## config.mk

```make
export PLATFORM = sky130hd
export DESIGN_NAME = decoder_scan
export DESIGN_NICKNAME = d
export VERILOG_FILES = /design/src/rtl/decoder_scan.sv
export SDC_FILE = /design/constraint.sdc
export NUM_CORES = 1
export LEC_CHECK = 0
export ABC_AREA = 1
export BUFFER_PORTS_ARGS = -buffer_cell sky130_fd_sc_hd__buf_2
export CORE_ASPECT_RATIO = 0.9
export CORE_MARGIN = 2
export CORE_UTILIZATION = 50
export CTS_BUF_LIST = sky130_fd_sc_hd__clkbuf_16
export DETAILED_ROUTE_END_ITERATION = 10
export PLACE_DENSITY_LB_ADDON = 0.08
export SLEW_MARGIN = 0
export SYNTH_ARGS = -nofsm -noshare
export SYNTH_HDL_FRONTEND = slang
export SYNTH_SLANG_ARGS = --single-unit
```

## constraint.sdc

```tcl
create_clock -name clk -period 1.7 [get_ports clk]
set_clock_uncertainty 0.2 [all_clocks]
set_input_delay 0.425 -clock clk [delete_from_list [all_inputs] [get_ports clk]]
set_output_delay 0.425 -clock clk [all_outputs]
set_load 0.01 [all_outputs]
```

## src/rtl/decoder_scan.sv

```systemverilog
`default_nettype none
// ============================================================================
// Module      : decoder_scan
// Description : One-hot N-to-2^N decoder with static HOLD and dwell-timed
//               SCAN modes, gated by the enable E.
// Revision    : 1.0 - initial release
// ============================================================================
module decoder_scan #(
  parameter int N       = 2,
  parameter int DWELL_W = 4
) (
  input  logic                 clk,
  input  logic                 rst,
  input  logic                 E,
  input  logic [N-1:0]         A,
  input  logic                 load,
  input  logic                 mode,
  input  logic                 stop,
  input  logic [DWELL_W-1:0]   dwell,
  output logic [(1<<N)-1:0]    Y,
  output logic [N-1:0]         idx,
  output logic                 wrap,
  output logic                 busy
);

  localparam int W = 1 << N;
  localparam logic [W-1:0] c_one = {{(W-1){1'b0}}, 1'b1};

  typedef enum logic [1:0] {
    ST_IDLE = 2'd0,
    ST_HOLD = 2'd1,
    ST_SCAN = 2'd2
  } state_t;

  state_t             r_state, w_state_nxt;
  logic [N-1:0]       r_idx, w_idx_nxt;
  logic [DWELL_W-1:0] r_dwell_reg, w_dwell_reg_nxt;
  logic [DWELL_W-1:0] r_dwell_cnt, w_dwell_cnt_nxt;
  logic               r_wrap, w_wrap_nxt;

  always_ff @(posedge clk or posedge rst) begin
    if (rst) begin
      r_state     <= ST_IDLE;
      r_idx       <= '0;
      r_dwell_reg <= '0;
      r_dwell_cnt <= '0;
      r_wrap      <= 1'b0;
    end else begin
      r_state     <= w_state_nxt;
      r_idx       <= w_idx_nxt;
      r_dwell_reg <= w_dwell_reg_nxt;
      r_dwell_cnt <= w_dwell_cnt_nxt;
      r_wrap      <= w_wrap_nxt;
    end
  end

  // Load has priority over stop; scan only advances while enabled.
  always_comb begin
    w_state_nxt     = r_state;
    w_idx_nxt       = r_idx;
    w_dwell_reg_nxt = r_dwell_reg;
    w_dwell_cnt_nxt = r_dwell_cnt;
    w_wrap_nxt      = 1'b0;
    if (load) begin
      w_idx_nxt       = A;
      w_dwell_reg_nxt = dwell;
      w_dwell_cnt_nxt = dwell;
      w_state_nxt     = mode ? ST_SCAN : ST_HOLD;
    end else if (stop) begin
      w_state_nxt = ST_IDLE;
    end else if (r_state == ST_SCAN && E) begin
      if (r_dwell_cnt != '0) begin
        w_dwell_cnt_nxt = r_dwell_cnt - 1'b1;
      end else begin
        w_idx_nxt       = r_idx + 1'b1;
        w_dwell_cnt_nxt = r_dwell_reg;
        w_wrap_nxt      = &r_idx;
      end
    end
  end

  assign busy = (r_state != ST_IDLE);
  assign Y    = (E && busy) ? (c_one << r_idx) : '0;
  assign idx  = r_idx;
  assign wrap = r_wrap;

endmodule
`default_nettype wire
```

---- Word level (Yosys, flattened, before mapping) ----
Index checks and enable logic that the tools add are counted.
word-level totals
  word-level logic and storage cells ...... 36
  bits in registers ....................... 13
  input port bits ......................... 12
  output and inout port bits .............. 8
cells by class
  equal/unequal tests ..................... 3
  add/sub/neg operators ................... 2
  shift operators ......................... 1
  muxes and demuxes ....................... 16
  reduce and logical (&&, ||, !) cells .... 9
operator list
  kind                                                                number
  4-bit 2-to-1 mux                                                    5
  2-bit 2-to-1 mux                                                    7
  2-bit nonzero test                                                  3
  1-bit 2-to-1 mux                                                    4
  2-bit inequality test, second input constant                        2
  2-bit AND reduction                                                 2
  4-bit nonzero test                                                  1
  1-bit by 2-bit left shift with 4-bit output, first input constant   1
  4-bit by 1-bit subtractor with 4-bit output, second input constant  1
  3-bit AND reduction                                                 1
  2-bit by 1-bit adder with 2-bit output, second input constant       1
  2-bit == test, second input constant                                1
  1-bit logical AND                                                   2

---- Depth between registers and ports, before layout ----
  depth in word-level cells ............... 5
  depth in mapped cells ................... 8
  gate-level depth less buffers ........... 8

---- Worst setup path before layout ----
No wires, ideal clock.
  kind .................................... register to output
  start ................................... register r_idx[0] (netlist: idx[0])
  end ..................................... output Y[2]
  stages on the path, launching flop included .. 5
  data required time ...................... 1.075 ns
  data arrival time ....................... 0.872 ns
  path buffers ............................ 0
  path slack .............................. 0.203 ns
  cell sequence ........................... dfrtp_1 > inv_1 > ha_1 > inv_1 > nor2_1
on the way
  cells in the longest elaborated chain, start to end .. 2
RTL lines
  element                                      RTL line  source
  start, declared                              36        logic [N-1:0] r_idx, w_idx_nxt;
  start signal, assigned                       50        r_idx <= w_idx_nxt;
  1-bit by 2-bit left shift with 4-bit output  83        assign Y = (E && busy) ? (c_one << r_idx) : '0;
  4-bit 2-to-1 mux                             83
  end, declared                                20        output logic [(1<<N)-1:0] Y,
No other way between the ends.

---- Worst setup path in the final report ----
Same ends and word-level chain as after synthesis.

==> results.json <==
{
  "fillers": 113,
  "r2r_cells": 8,
  "synth_most_common_cell": "nand2_1",
  "critPathBufInv": 3,
  "rsz0062_at_grt": "true",
  "cp-end-kind": "output pin",
  "grt_max_degree": 14,
  "synth_area_leaders": "dfrtp_1 42%, nand2_1 15%, inv_1 9.7%",
  "antenna_found_initial": 0,
  "worst_slew_pin_slew_ns": 0.537,
  "drv_cap": 0,
  "cellPowerDensity_nw_per_um2": 1130,
  "post-dp-hpwl_mm": 1.34,
  "setup_ws_ns": -0.0989,
  "max_stage_delay_ns": 0.46,
  "ys_seq_elements": 13,
  "numCtsBuffers": 3,
  "power.internal_uw": 814,
  "hold_viol": 0,
  "placementRows": 13,
  "path_max_fanout": 5,
  "yosys.area.top_type": "dfrtp_1",
  "syn_nets": 123,
  "netlist_top_cells_count": "31 x nand2_1, 20 x inv_1, 13 x dfrtp_1",
  "drtPass1Iterations": 4,
  "initial_utilization_pct": 53.5,
  "drc": 0,
  "ys.warnings.count": 0,
  "holdBufCountCts": 0,
  "synth-main-ff-cell": "dfrtp_1",
  "syn2layout_area_growth_pct": 36.0,
  "die_w_um": 45.5,
  "wirelength_mm": 1.94,
  "pin_count": 20,
  "port_buffers": 19,
  "cellLeakagePower_uw": 0.000590,
  "avgSynthCellArea_um2": 7.31,
  "failed_checks": "setup timing",
  "grt_util_all_layers_pct": 24.2,
  "p_clk_share_pct": 37.5,
  "dpl.cell_count": 142,
  "synth_top_area_share_pct": 42.0,
  "cts.htree.levels": 1,
  "setup_viol": 4,
  "drive_above_1_share_pct": 35.1,
  "crit_chain": "inv_4 -> ha_4 -> inv_2 -> nor2_1 -> buf_2",
  "via_per_inst": 5.07,
  "clockRootBuffer": "clkbuf_16",
  "finalCritPeriodShare_pct": 106,
  "n_antenna_cell": 0,
  "gp_congestion": 0.856,
  "reg2reg_setup_slack_ns": 0.15,
  "crit_arrival_ns": 1.17,
  "syn_inst": 106,
  "fin_nets": 152,
  "overflow": 0,
  "fin_area_um2": 1050,
  "p_seq_share_pct": 33.4,
  "relSlewSlack_pct": 64.2,
  "synth_area_um2": 774,
  "critPathLaunchType": "flop",
  "async_flop_share_pct": 100,
  "routed-via-count": 755,
  "grt_pass1_wl_mm": 2.99,
  "reg2reg_to": "idx[0]$_DFFE_PP0P_",
  "synthDistinctLibCells": 18,
  "cp_top_family": "flip-flops",
  "min_period_ns": 1.80,
  "clockBufferDepth": 2,
  "drt-wirelength-per-cell_um": 13.0,
  "clock_latency_ns": 0.24,
  "grt_pass1_vias": 649,
  "path_clk_slew_ns": 0.05,
  "fin_cells": 149,
  "ir_drop_v": 0.000857,
  "ys_seq_area_share_pct": 42.0,
  "critPathKind": "flop to output pin",
  "drt-initial-drc-count": 28,
  "cp_slowest_cell": "dfrtp_2",
  "cts_tree": "yes",
  "p_switching_uw": 379,
  "die_h_um": 41.3,
  "switching_share_pct": 31.8,
  "clkSinkCount": 13,
  "core_um2": 1450,
  "required_ns": 1.07,
  "fmaxAchievable_ghz": 0.556,
  "die_area_um2": 1880,
  "drv_slew": 0,
  "status": "complete, but fails checks",
  "power_frac_comb_pct": 29.1,
  "drt.antenna.violating_nets": 0,
  "reg2reg_from": "r_dwell_cnt[0]$_DFFE_PP0P_",
  "synth_edf_count": 0,
  "post_dp_cell_area_um2": 906,
  "hold_path_class": "input port to async pin"
}
## how the worst max path moves through the flow
stage                                  start    to  slack, ns  cells past startpoint
after floorplan           idx[0]$_DFFE_PP0P_  Y[2]       0.20                      4
after detailed placement  idx[0]$_DFFE_PP0P_  Y[2]       0.14                      5
after global placement    idx[0]$_DFFE_PP0P_  Y[2]       0.19                      5
after global routing      idx[1]$_DFFE_PP0P_  Y[1]      -0.17                      5
after CTS                 idx[1]$_DFFE_PP0P_  Y[2]      -0.08                      5
final                     idx[0]$_DFFE_PP0P_  Y[2]       -0.1                      5
## layout make-up
type / count / area, µm² / share of cell area [%]
well taps: 15 / 18.8 / 1.78
inverters: 22 / 85.1 / 8.08
clock buffers: 3 / 75.1 / 7.13
flip-flops and latches: 13 / 327 / 31.0
repair buffers: 25 / 140 / 13.3
multi-input cells: 70 / 404 / 38.4
clock inverters: 1 / 3.75 / 0.356
## logic make-up after synthesis
kind of cell | share of synthesized area, %
AND/OR/NAND/NOR | 30.2
buffers and inverters | 11.3
flip-flops | 42.0
AO/OA/AOI/OAI | 7.27
adder cells (fa/ha/maj) | 8.08
XOR/XNOR | 1.13
## metal layers
metal,part of all wire (%),global-route usage (%)
met1,42,31.7
met2,51,40.8
met3,4.8,3.88
met4,1.4,8.82
met5,0,0
## power groups by stage
stage               clock network, µW  logic, µW  registers, µW
floorplan                           0        172            393
global route                      462        389            407
global placement                    0        255            390
finish                            447        347            399
detailed placement                  0        268            393
CTS                               449        324            396
## what timing repair did
action / CTS / global route
setup endpoints to repair: 4 / 5
pin swaps: 5 / 4
setup buffers: 2 / 1
resized for setup: 13 / 3
## cell usage in the layout, fill, tap and decap left out
cell type  count
nand2_1       31
buf_2         19
inv_1         15
dfrtp_1       12
nand3_1        9
o21ai_0        8
nor2_1         7
inv_2          7
buf_4          6
ha_4           3
clkbuf_16      3
nand2_2        2
ha_2           2
o21ai_1        1
a21oi_1        1
nand3_2        1
nor2_4         1
or2_2          1
inv_4          1
nor4_1         1
o22ai_1        1
xor2_1         1
dfrtp_2        1
## through the flow
stage | setup WS [ns] | utilization, % | hold slack, ns | TNS (ns) | power [µW]
after floorplan | 0.203 | - | 0.102 | 0 | 565
after global placement | 0.187 | 62.6 | 0.252 | 0 | 645
after detailed placement | 0.139 | 62.6 | 0.257 | 0 | 661
after CTS | -0.0758 | 72.1 | 0.0330 | -0.289 | 1170
after global routing | -0.171 | 72.8 | 0.0581 | -0.614 | 1260
final | -0.0989 | 72.8 | 0.0142 | -0.346 | 1190
Note: power is estimated with default switching activity, not from simulation.
